<file path="config.mk">
export PLATFORM = sky130hd
export DESIGN_NAME = timer_display_scan
export DESIGN_NICKNAME = d
export VERILOG_FILES = /design/src/rtl/timer_display_scan.sv
export SDC_FILE = /design/constraint.sdc
export NUM_CORES = 1
export LEC_CHECK = 0
export BUFFER_PORTS_ARGS = -buffer_cell sky130_fd_sc_hd__buf_2
export CORE_ASPECT_RATIO = 0.6
export CORE_MARGIN = 2
export CORE_UTILIZATION = 30
export DETAILED_ROUTE_END_ITERATION = 10
export MAX_ROUTING_LAYER = met4
export PLACE_DENSITY = 0.48
export RECOVER_POWER = 50
export SYNTH_ARGS = -nofsm -noshare
export SYNTH_HDL_FRONTEND = slang
export SYNTH_SLANG_ARGS = --single-unit
</file>
<file path="constraint.sdc">
create_clock -name clk -period 3.1 [get_ports clk]
set_clock_uncertainty 0.1 [all_clocks]
set_input_delay 0.31 -clock clk [delete_from_list [all_inputs] [get_ports clk]]
set_output_delay 0.31 -clock clk [all_outputs]
set_load 0.03 [all_outputs]
</file>
<file path="src/rtl/timer_display_scan.sv">
// Six-digit multiplexed seven-segment scanner for the stopwatch mm:ss:hh BCD word.
// The time word is snapshotted once per frame. Outputs are registered and include a per-slot anode guard.
module timer_display_scan #(
   parameter int SCAN_DIV = 50000,
   parameter int GUARD    = 16
) (
   input  logic        clk,
   input  logic        reset,
   input  logic [23:0] data_in,
   input  logic        hold,
   input  logic        blank_lz,
   output logic [5:0]  an_n,
   output logic [6:0]  seg_n,
   output logic        dp_n,
   output logic        frame_start
);

   localparam int            CW        = $clog2(SCAN_DIV);
   localparam logic [CW-1:0] CNT_LAST  = CW'(SCAN_DIV - 1);
   localparam logic [CW-1:0] CNT_GUARD = CW'(GUARD);

   function automatic logic [6:0] seg_decode(input logic [3:0] nib);
      logic [6:0] seg;
      case (nib)
         4'd0:    seg = 7'b1000000;
         4'd1:    seg = 7'b1111001;
         4'd2:    seg = 7'b0100100;
         4'd3:    seg = 7'b0110000;
         4'd4:    seg = 7'b0011001;
         4'd5:    seg = 7'b0010010;
         4'd6:    seg = 7'b0000010;
         4'd7:    seg = 7'b1111000;
         4'd8:    seg = 7'b0000000;
         4'd9:    seg = 7'b0010000;
         default: seg = 7'b0111111;
      endcase
      return seg;
   endfunction

   logic [CW-1:0] scan_cnt_r;
   logic [2:0]    digit_r;
   logic [23:0]   shadow_r;
   logic          wrap_s;
   logic          frame_end_s;
   logic [3:0]    nibble_s;
   logic          lz_s;
   logic          dark_s;
   logic [5:0]    an_s;
   logic          dp_s;

   // Slot wrap and frame boundary detection.
   always_comb begin
      wrap_s      = (scan_cnt_r == CNT_LAST);
      frame_end_s = wrap_s && (digit_r == 3'd5);
   end

   // Scan counter, digit pointer and once-per-frame snapshot of the time word.
   always_ff @(posedge clk or posedge reset) begin
      if (reset) begin
         scan_cnt_r  <= '0;
         digit_r     <= 3'd0;
         shadow_r    <= 24'd0;
         frame_start <= 1'b0;
      end else begin
         if (wrap_s) begin
            scan_cnt_r <= '0;
         end else begin
            scan_cnt_r <= scan_cnt_r + CW'(1);
         end
         if (frame_end_s) begin
            digit_r <= 3'd0;
         end else if (wrap_s) begin
            digit_r <= digit_r + 3'd1;
         end else begin
            digit_r <= digit_r;
         end
         if (frame_end_s && !hold) begin
            shadow_r <= data_in;
         end else begin
            shadow_r <= shadow_r;
         end
         frame_start <= frame_end_s;
      end
   end

   // Current slot: nibble, leading-zero status, anode pattern and decimal point.
   always_comb begin
      nibble_s = 4'd0;
      lz_s     = 1'b0;
      an_s     = 6'b111111;
      dp_s     = 1'b1;
      case (digit_r)
         3'd0: begin nibble_s = shadow_r[3:0];   an_s = 6'b111110; end
         3'd1: begin nibble_s = shadow_r[7:4];   an_s = 6'b111101; end
         3'd2: begin nibble_s = shadow_r[11:8];  an_s = 6'b111011; dp_s = 1'b0; lz_s = ~|shadow_r[23:8];  end
         3'd3: begin nibble_s = shadow_r[15:12]; an_s = 6'b110111; lz_s = ~|shadow_r[23:12]; end
         3'd4: begin nibble_s = shadow_r[19:16]; an_s = 6'b101111; dp_s = 1'b0; lz_s = ~|shadow_r[23:16]; end
         3'd5: begin nibble_s = shadow_r[23:20]; an_s = 6'b011111; lz_s = ~|shadow_r[23:20]; end
         default: begin nibble_s = 4'd0; an_s = 6'b111111; dp_s = 1'b1; lz_s = 1'b0; end
      endcase
      dark_s = (scan_cnt_r < CNT_GUARD) || (blank_lz && lz_s);
   end

   // Registered pin drivers; a dark slot turns everything off.
   always_ff @(posedge clk or posedge reset) begin
      if (reset) begin
         an_n  <= 6'b111111;
         seg_n <= 7'b1111111;
         dp_n  <= 1'b1;
      end else if (dark_s) begin
         an_n  <= 6'b111111;
         seg_n <= 7'b1111111;
         dp_n  <= 1'b1;
      end else begin
         an_n  <= an_s;
         seg_n <= seg_decode(nibble_s);
         dp_n  <= dp_s;
      end
   end

endmodule
</file>
==> reports/metrics.cfg <==
[floorplan]
rows = 27
die_x_um = 128
core_um2 = 9050
dieArea_um2 = 10000
floorplan.initialDensity = 0.306
boundaryPins = 43
die_y_um = 78.4

[cts]
h-tree-depth = 3
insertion_delay_ns = 0.32
cts.sinks = 58
cts_resized = 0
clockRootBuffer = clkbuf_16
cts_hold_buffers = 0
post_cts_buffers = 0
cts_buffers = 9
clk_pin_slew_worst_paths_ns = 0.05
cts_tree = built
clockBufferDepth = 2

[synthesis]
yosys.area_share.xor_xnor = 0.0443
syn-instance-count = 234
yosysMostFrequentCell = dfrtp_1
ys_warn_count = 0
synth-edff-count = 0
synth_seq_area_share = 0.531
async_flop_share = 1.00
syn_area_per_cell_um2 = 11.8
synth_area_um2 = 2770
yosys.area.top_type = dfrtp_1
synth-compound-area-share = 0.0764
synthAdderAreaFrac = 0.0543
synth.area.top_cells = dfrtp_1, dfstp_2, mux2_2
synthFlopType = dfrtp_1
synth.area.mux_share = 0.116
synth_cell_types = 39
ys_ff_latch = 58
synth_top_cell_area_share = 0.398
synth_top_family_by_area = simple AND/OR/NAND/NOR gates
yosys.area_share.simple = 0.151
ys_top_cells_by_count = dfrtp_1, mux2_2, nor2_1, nand3_1, dfstp_2
synth_nets = 274

[sta]
slew_viol_final = 49
hold_viol = 0
slew_headroom = -0.191
period_share = 0.924
tightest_slew_ns = 1.78
fin_setup_tns_ns = 0
min_period_ns = 2.87
holdWs_ns = 0.116
rsz0062_at_grt = false
finalSetupViolCount = 0
max_freq_ghz = 0.349
layout_setup_ws_ns = 0.234

[critical_path]
critPathArrivalTime_ns = 3.02
cp_slowest_cell = or4_1
crit_type = flop to flop
critical_path.top_delay_family = simple AND/OR/NAND/NOR gates
crit_buf_inv = 1
worst_setup_path_end_kind = flop
critPathLaunchType = flop
critical_path.max_stage_delay_ns = 0.61
cp.required_ns = 3.25
crit_chain = inv_1 > ha_1 > or4_1 > and3_1 > a211oi_1 > a21bo_2
cp_max_fo = 13

[place]
placedInstanceArea_um2 = 3110
hpwl_um = 4410
place_ws_ns = 0.314
routabilityCongestion = 0.889
dp_cells = 389
io_buffers = 42

[detailed_routing]
first_pass_iters = 4
num_vias = 1942
drt_iter0_drc = 109
drt_wl_total_um = 5940
wire_per_inst_um = 14.7
drtAntennaViolNets = 0
drcViolationCount = 0
viasPerCell = 4.80

[power]
leakagePower_nw = 1.65
p_comb_frac = 0.019
p_sw_frac = 0.195
irDropWorstVdd_mv = 0.245
switchingPower_mw = 0.332
pwr-share-seq = 0.445
internal_power_mw = 1.37
clockPowerShare = 0.536
p_total_mw = 1.71
power_density_nw_per_um2 = 505

[finish]
nets = 324
design_area_um2 = 3380
nFillCells = 904
num_antenna_cells = 0
drive_above_1_share = 0.339
fin_cells = 405
finish.utilization = 0.374
areaGrowthSynthToFinish_pct = 22.3

[run_status]
violations = max-capacitance violations, max-slew violations
status = finished, violations left

[global_route]
grt_pass1_vias = 1874
grt_overflow = 0
grt_pass1_wl_um = 9680
grt_util_all_layers = 0.133
grt.met1_usage = 0.197
grt_use_met2 = 0.157
grt_use_met3 = 0.0518
grt_max_degree = 49
top_usage_layer = met1
antenna_found_initial = 0

[flow_run]
drv_cap = 1

[worst_hold_path]
hold_path_class = primary input to flop

worst register-to-register path, cell delays in order (launching register included):
cell and delay, ns:
dfrtp_1 0.59, inv_1 0.24, ha_1 0.29, or4_1 0.61
and3_1 0.27, a211oi_1 0.43, a21bo_2 0.28
cell families after synthesis:
kind of cell	after synthesis
AOI/OAI and AO/OA	29
DFF	58
xor gates and xnor gates	14
muxes	29
and+or+nand+nor	76
buffers and inverters	16
adders and majority gates	12
sequential cells by signal, indices dropped and copies added, names as in the netlist:
signal	cells
shadow_r	24
scan_cnt_r	16
seg_n	7
an_n	6
digit_r	3
dp_n	1
frame_start	1
routing by layer:
layer,wire length (µm),share of wire,vias to the layer above
met1,3270,0.55,933
met3,447,0.075,9
met4,86,0.014,0
met2,2130,0.36,53
met5,0,0,-
li1,-,-,947
area by class of cell:
| cell class | instances | area (µm²) | share of cell area |
|---|---|---|---|
| clock buffers | 14 | 274 | 0.0810 |
| repair buffers | 46 | 228 | 0.0673 |
| multi-input cells | 160 | 1220 | 0.361 |
| clock inverters | 2 | 10.0 | 0.00296 |
| flip-flops and latches | 58 | 1470 | 0.434 |
| inverters | 9 | 33.8 | 0.00999 |
| well taps | 116 | 145 | 0.0429 |
cells in the final DEF, fill, tap and decap left out, drive strengths merged, types with 5 or more instances in the layout:
cell type  synthesis  routed
and3               8       8
buf                3      40
clkbuf             4      20
dfrtp             44      44
dfstp             14      14
ha                12      12
inv                9       9
mux2              24      24
mux2i              5       5
nand2             12      12
nand3             15      15
nor2              16      16
nor4               7       7
o21ai             10      10
xnor2              5       5
xor2               9       9
power groups by stage:
stage	combinational [mW]	clock, mW	sequential [mW]
floorplan	0.0116	0	0.771
global placement	0.0360	0	0.771
detailed placement	0.0359	0	0.771
CTS	0.0361	0.943	0.759
global route	0.0385	0.979	0.759
finish	0.0326	0.914	0.760
path summary, 6_finish.rpt:
check / depth (start not counted) / startpoint / to / slack, ns
worst max-delay path: 6 / digit_r[2] / seg_n[2] / 0.23
min in group asynchronous: 2 / reset / frame_start / 0.46
worst min register to register: 1 / scan_cnt_r[0] / scan_cnt_r[0] / 0.36
worst min-delay path: 2 / data_in[7] / shadow_r[7] / 0.12
worst max register to register: 6 / digit_r[2] / seg_n[2] / 0.23
max in group asynchronous: 3 / reset / seg_n[5] / 1.41
(Power assumes the default switching activity.)
